==> src/rtl/pipe_stage_chain_pkg.sv <==
// rtl/pipe_stage_chain_pkg.sv - shared pipeline slice state and boundary payload types
package pipe_stage_chain_pkg;

    typedef enum logic [1:0] {
        SLICE_EMPTY = 2'd0,
        SLICE_HALF  = 2'd1,
        SLICE_FULL  = 2'd2
    } slice_state_t;

    typedef struct packed {
        logic [31:0] pc;
        logic [31:0] instr;
    } if_id_t;

    typedef struct packed {
        logic [31:0] pc;
        logic [31:0] rs1_val;
        logic [31:0] rs2_val;
        logic [31:0] imm;
        logic [4:0]  rd;
        logic [3:0]  alu_op;
        logic        mem_rd;
        logic        mem_wr;
        logic        reg_wr;
    } id_ex_t;

    typedef struct packed {
        logic [31:0] alu_res;
        logic [31:0] store_data;
        logic [4:0]  rd;
        logic        mem_rd;
        logic        mem_wr;
        logic        reg_wr;
    } ex_mem_t;

    typedef struct packed {
        logic [31:0] wb_data;
        logic [4:0]  rd;
        logic        reg_wr;
    } mem_wb_t;

endpackage

==> src/rtl/pipe_skid_slice.sv <==
// rtl/pipe_skid_slice.sv - one valid/ready slice with main and skid registers
module pipe_skid_slice #(
    parameter int WIDTH = 32
) (
    input  logic             clk_i,
    input  logic             rst_n_i,
    input  logic             flush_i,
    input  logic             in_valid_i,
    output logic             in_ready_o,
    input  logic [WIDTH-1:0] in_data_i,
    output logic             out_valid_o,
    input  logic             out_ready_i,
    output logic [WIDTH-1:0] out_data_o
);
    import pipe_stage_chain_pkg::*;

    logic             main_valid;
    logic             skid_valid;
    logic [WIDTH-1:0] main_data;
    logic [WIDTH-1:0] skid_data;
    logic             in_fire;
    logic             out_fire;
    slice_state_t     state;

    // Ready comes only from registered state, so no ready path crosses slices.
    assign in_ready_o  = !skid_valid && !flush_i;
    assign out_valid_o = main_valid;
    assign out_data_o  = main_data;
    assign in_fire     = in_valid_i && in_ready_o;
    assign out_fire    = main_valid && out_ready_i;

    always_comb begin
        state = SLICE_EMPTY;
        if (skid_valid) begin
            state = SLICE_FULL;
        end else if (main_valid) begin
            state = SLICE_HALF;
        end
    end

    always_ff @(posedge clk_i or negedge rst_n_i) begin
        if (!rst_n_i) begin
            main_valid <= 1'b0;
            skid_valid <= 1'b0;
            main_data  <= '0;
            skid_data  <= '0;
        end else if (flush_i) begin
            main_valid <= 1'b0;
            skid_valid <= 1'b0;
            main_data  <= '0;
            skid_data  <= '0;
        end else begin
            case (state)
                SLICE_EMPTY: begin
                    if (in_fire) begin
                        main_valid <= 1'b1;
                        main_data  <= in_data_i;
                    end
                end
                SLICE_HALF: begin
                    if (in_fire && out_fire) begin
                        main_data <= in_data_i;
                    end else if (in_fire) begin
                        skid_valid <= 1'b1;
                        skid_data  <= in_data_i;
                    end else if (out_fire) begin
                        main_valid <= 1'b0;
                    end
                end
                SLICE_FULL: begin
                    if (out_fire) begin
                        main_data  <= skid_data;
                        skid_valid <= 1'b0;
                    end
                end
                default: ;
            endcase
        end
    end

endmodule

==> src/rtl/pipe_stage_chain.sv <==
// rtl/pipe_stage_chain.sv - cascaded skid slices with flush and saturating stall counter
module pipe_stage_chain #(
    parameter int WIDTH  = 32,
    parameter int STAGES = 1,
    parameter int CNT_W  = 16
) (
    input  logic             clk_i,
    input  logic             rst_n_i,
    input  logic             in_valid_i,
    output logic             in_ready_o,
    input  logic [WIDTH-1:0] in_data_i,
    output logic             out_valid_o,
    input  logic             out_ready_i,
    output logic [WIDTH-1:0] out_data_o,
    input  logic             flush_i,
    output logic [CNT_W-1:0] stall_cnt_o
);
    import pipe_stage_chain_pkg::*;

    logic [STAGES:0]  vld;
    logic [STAGES:0]  rdy;
    logic [WIDTH-1:0] dat [STAGES+1];

    assign vld[0]      = in_valid_i;
    assign dat[0]      = in_data_i;
    assign in_ready_o  = rdy[0];
    assign out_valid_o = vld[STAGES];
    assign out_data_o  = dat[STAGES];
    assign rdy[STAGES] = out_ready_i;

    for (genvar k = 0; k < STAGES; k++) begin : g_slice
        pipe_skid_slice #(.WIDTH(WIDTH)) u_slice (
            .clk_i       (clk_i),
            .rst_n_i     (rst_n_i),
            .flush_i     (flush_i),
            .in_valid_i  (vld[k]),
            .in_ready_o  (rdy[k]),
            .in_data_i   (dat[k]),
            .out_valid_o (vld[k+1]),
            .out_ready_i (rdy[k+1]),
            .out_data_o  (dat[k+1])
        );
    end

    // Survives flush on purpose: it measures downstream backpressure history.
    always_ff @(posedge clk_i or negedge rst_n_i) begin
        if (!rst_n_i) begin
            stall_cnt_o <= '0;
        end else if (out_valid_o && !out_ready_i && (stall_cnt_o != {CNT_W{1'b1}})) begin
            stall_cnt_o <= stall_cnt_o + CNT_W'(1);
        end
    end

endmodule
==> config.mk <==
export PLATFORM = sky130hd
export DESIGN_NAME = pipe_stage_chain
export DESIGN_NICKNAME = d
export VERILOG_FILES = /design/src/rtl/pipe_stage_chain_pkg.sv /design/src/rtl/pipe_skid_slice.sv /design/src/rtl/pipe_stage_chain.sv
export SDC_FILE = /design/constraint.sdc
export NUM_CORES = 1
export LEC_CHECK = 0
export ABC_AREA = 1
export BUFFER_PORTS_ARGS = -buffer_cell sky130_fd_sc_hd__buf_2
export CAP_MARGIN = 20
export CORE_ASPECT_RATIO = 1.75
export CORE_MARGIN = 1.5
export CORE_UTILIZATION = 50
export CTS_BUF_LIST = sky130_fd_sc_hd__clkbuf_16
export DETAILED_ROUTE_END_ITERATION = 16
export HOLD_SLACK_MARGIN = 0.1
export PLACE_DENSITY = 0.74
export SYNTH_ARGS = -nofsm -noshare
export SYNTH_HDL_FRONTEND = slang
export SYNTH_SLANG_ARGS = --single-unit
export TNS_END_PERCENT = 50
==> constraint.sdc <==
create_clock -name clk_i -period 2.4 [get_ports clk_i]
set_input_delay 0.12 -clock clk_i [delete_from_list [all_inputs] [get_ports clk_i]]
set_output_delay 0.12 -clock clk_i [all_outputs]
set_load 0.01 [all_outputs]
==> flow_results.org <==
** Status
- Run status :: completed

** Job
- The tool flagged a number of max-cap violations equal to 0.

** Setup path
- Among cell families on the critical path, the largest total delay comes from simple AND/OR/NAND/NOR gates.
- Along the worst path, the maximum fanout reaches 16.
- The slowest stage of the critical path belongs to the cell sky130_fd_sc_hd__dfrtp_1.
- Delay of the slowest cell on the worst path :: roughly 0.41 ns
- Critical Path End Type :: register
- The number of buffers and inverters on the critical path is 1.
- Data required time at the worst endpoint :: around 2.6 ns
- Startpoint Class :: register
- Most common cell type on the critical path :: sky130_fd_sc_hd__nand2_1
- At the worst endpoint, the arrival time is 2.09 ns.
- Crit path cell chain :: ha_1 > nand3_1 > nor2_2 > nand2_1 > nand2_2 > inv_2 > nand2_1 > nand2_1
- For the worst flop-to-flop path, the logic depth is 8.
- The worst setup path is of the register to register kind.
- Path length in cells of the critical path :: 8

** STA
- Sum of negative setup slack :: 0 ns
- Largest clock skew in the final design :: ~0.0055 ns
- Setup repair after global routing left no endpoint under its margin.
- Setup violations remaining at the end of the flow were counted as 0.
- Based on the critical path, the design can be clocked at up to roughly 0.54 GHz.
- Final Max Slew Viols :: 0
- The worst path needs 1.860 ns of the cycle, external delays included.
- Transition time at the pin with the least slew margin :: 0.6215 ns
- Final worst-path cycle share :: just under 80%
- Final hold violation count :: 0
- Worst slew margin relative to its limit :: about three fifths

** Floorplan
- Die Span X :: about 71 µm
- The floorplan step set the die height to approximately 120 µm.
- Area enclosed by the die boundary :: roughly 8700 µm²
- Number of standard-cell rows in the floorplan :: 43
- I/O pin cnt :: 87
- The initial utilization of the core area, before any placement, comes to 51.37%.
- The total area inside the core boundary comes to just under 8000 µm².

** GRT
- Antenna violations before repair :: 0
- Entering global routing, the biggest net connects between 60 and 70 pins.
- The first global-routing pass estimated roughly 17000 µm of wire.
- Total track usage :: about a quarter
- Number of global-route vias before repair :: about 3800
- Remaining Overflow, GRT :: 0

** Logic synthesis
- Counting every net in the synthesized netlist gives between 500 and 600.
- Synthesis produced a netlist whose cell count is about 550.
- Number of register bits inferred by synthesis :: about 80
- The average instance in the mapped netlist occupies between 7 and 8 µm².
- Synthesis warning total :: 0
- The biggest area contributor in the post-synthesis netlist is sky130_fd_sc_hd__dfrtp_1.
- Sequential-to-total area share from yosys stat :: roughly 50%
- The cell area that synthesis handed to floorplanning was roughly 4100 µm².
- The share of synthesized area in the top cell type comes to between 50% and 60%.
- Distinct cells, synth :: 22
- Most area-consuming cells after synthesis :: sky130_fd_sc_hd__dfrtp_1, sky130_fd_sc_hd__nand2_1, sky130_fd_sc_hd__o21ai_0, sky130_fd_sc_hd__nand3_1, sky130_fd_sc_hd__inv_1

** Min path
- Hold Path Depth :: 4
- Worst min-delay path class :: input port to register

** Route
- For this block, the initial DRC count from the detailed router was about 250.
- For this block, the via count after detailed routing is 3926.
- After detailed routing, the number of remaining DRC violations is 0.
- Summed over all layers, the routed wires come to just over 10000 µm.
- Dividing the detail-routed via count by the number of cells gives 5.207.
- After detailed routing, the average wire length per cell comes to 13.62 µm.
- Count of antenna-violating nets left after detailed routing :: 0
- The pre-antenna-repair detailed-routing pass consisted of 5 iterations.

** Layout
- Final layout net count :: roughly 700
- The top cell types in the final layout, fill and taps aside, are sky130_fd_sc_hd__nand2_1, sky130_fd_sc_hd__buf_2, sky130_fd_sc_hd__dfrtp_1.
- Final Core Density :: 65.78%
- The post-route netlist has between 15 and 20% of its cells at a drive strength greater than 1.
- From synthesis to final layout, the design area changed by 28.06%.
- Design area :: 5202 µm²
- 0 antenna diodes ended up in the layout.
- Most common cell after layout, fill and taps aside :: sky130_fd_sc_hd__nand2_1
- The layout has between 700 and 800 filler cells.

** CTS
- CTS hold repair buffers :: 33
- Maximum buffer depth of the clock tree :: 2
- The number of clock buffers added by TritonCTS is 9.
- For this design, the sink count on the clock tree is 82.
- After clock tree synthesis, the clock-pin slew on the worst setup and hold paths is ~0.060 ns.
- CTS Root Cell :: sky130_fd_sc_hd__clkbuf_16
- The number of gates resized after CTS was 0.
- TritonCTS built the clock tree.
- The clock tree synthesis step divided the H-tree into 3 levels.
- Once the clock tree was built, the setup fixing pass inserted 0 buffers.
- Clock network latency to the later pin of the worst-skew pair :: between 0.3 and 0.4 ns

** Place
- Detailed placement finished with a half-perimeter wire length of roughly 6800 µm.
- In this run the cell area measured after placement is 4586 µm².
- Routability-driven placement finished with a final weighted congestion of 0.9520.
- Number of port buffers :: 86

** Power
- Total power consumption of the routed design :: 0.003521 W
- The analysis attributes to cell leakage a power of approximately 2.7 nW.
- IR analysis of the VDD net gives a maximum drop of roughly 0.62 mV.
- Power spread over the standard cell area amounts to roughly 680 nW/µm².
sequential cells by signal (all words and copies together) (netlist names):
register                     cells
g_slice.u_slice.out_data_o      32
g_slice.u_slice.skid_data       32
stall_cnt_o                     16
g_slice.u_slice.out_valid_o      1
g_slice.u_slice.skid_valid       1
tightest hold or removal path, cell delays in order:
cell and delay [ns]:
sky130_fd_sc_hd__buf_2 0.15, sky130_fd_sc_hd__a41oi_1 0.06, sky130_fd_sc_hd__nand2_1 0.06, sky130_fd_sc_hd__inv_1 0.04
final cells by class:
class / count / area, µm² / area share [%]
multi-input cells: 383 / 1702 / 32.71
clock inverters: 7 / 61.31 / 1.178
inverters: 55 / 206.4 / 3.968
well taps: 90 / 112.6 / 2.165
flip-flops and latches: 82 / 2052 / 39.44
clock buffers: 9 / 225.2 / 4.329
repair buffers: 128 / 843.3 / 16.21
cells by family after synthesis:
| family | Yosys count | share of synthesized area [%] |
|---|---|---|
| adders and majority gates | 1 | 0.3079 |
| AOI/OAI and AO/OA | 75 | 9.855 |
| buffers and inverters | 82 | 8.069 |
| and+or+nand+nor | 300 | 29.75 |
| xor gates and xnor gates | 7 | 1.509 |
| DFF | 82 | 50.51 |
synthesized netlist by cell type:
library cell / instances
sky130_fd_sc_hd__o21ai_0: 65
sky130_fd_sc_hd__inv_1: 53
sky130_fd_sc_hd__nor2_1: 19
sky130_fd_sc_hd__a21oi_2: 1
sky130_fd_sc_hd__a41oi_1: 2
sky130_fd_sc_hd__nand2_2: 1
sky130_fd_sc_hd__clkbuf_1: 12
sky130_fd_sc_hd__o211ai_1: 1
sky130_fd_sc_hd__ha_1: 1
sky130_fd_sc_hd__buf_2: 10
sky130_fd_sc_hd__nand3_1: 42
sky130_fd_sc_hd__nand2_1: 227
sky130_fd_sc_hd__nand4_1: 8
sky130_fd_sc_hd__nor2_2: 3
sky130_fd_sc_hd__dfrtp_1: 82
sky130_fd_sc_hd__a21oi_1: 1
sky130_fd_sc_hd__buf_1: 4
sky130_fd_sc_hd__xnor2_1: 7
sky130_fd_sc_hd__inv_2: 2
sky130_fd_sc_hd__a41oi_2: 1
sky130_fd_sc_hd__o21ai_1: 4
sky130_fd_sc_hd__buf_6: 1
where the power goes:
part	total (W)	internal [W]	leakage, nW	switching (W)
clock network	0.00132	0.000792	0.138	0.000528
logic	0.000579	0.000234	1.49	0.000345
registers	0.00162	0.00152	1.08	0.000106
routing by layer:
| layer | part of all wire (%) | up-vias | GRT usage (%) |
|---|---|---|---|
| met2 | 53 | 120 | 44.97 |
| li1 | - | 1945 | - |
| met5 | 0 | - | 0 |
| met1 | 41 | 1838 | 29.42 |
| met3 | 3.9 | 23 | 5.172 |
| met4 | 3.0 | 0 | 10.85 |
metrics by stage:
stage / hold slack, ns / setup WS (ns) / instances
after detailed placement: 0.1629 / 0.5447 / 705
after global routing: 0.1454 / 0.3532 / 754
after CTS: 0.1110 / 0.5407 / 754
after floorplan: -0.1756 / 0.8651 / 547
final: 0.1259 / 0.5399 / 754
after global placement: 0.1550 / 0.6547 / 705
worst paths after layout:
| check | startpoint | end | slack (ns) |
|---|---|---|---|
| max | stall_cnt_o[1] | stall_cnt_o[4] | 0.54 |
| max reg2reg | stall_cnt_o[1] | stall_cnt_o[4] | 0.54 |
| min | flush_i | g_slice[0].u_slice.out_valid_o | 0.13 |
| min reg2reg | g_slice[0].u_slice.skid_data[12] | g_slice[0].u_slice.skid_data[12] | 0.49 |
| min in group asynchronous | rst_n_i | g_slice[0].u_slice.out_data_o[6] | 0.34 |
| max in group asynchronous | rst_n_i | g_slice[0].u_slice.out_data_o[18] | 1.44 |
Power figures use the tool's default switching activity.
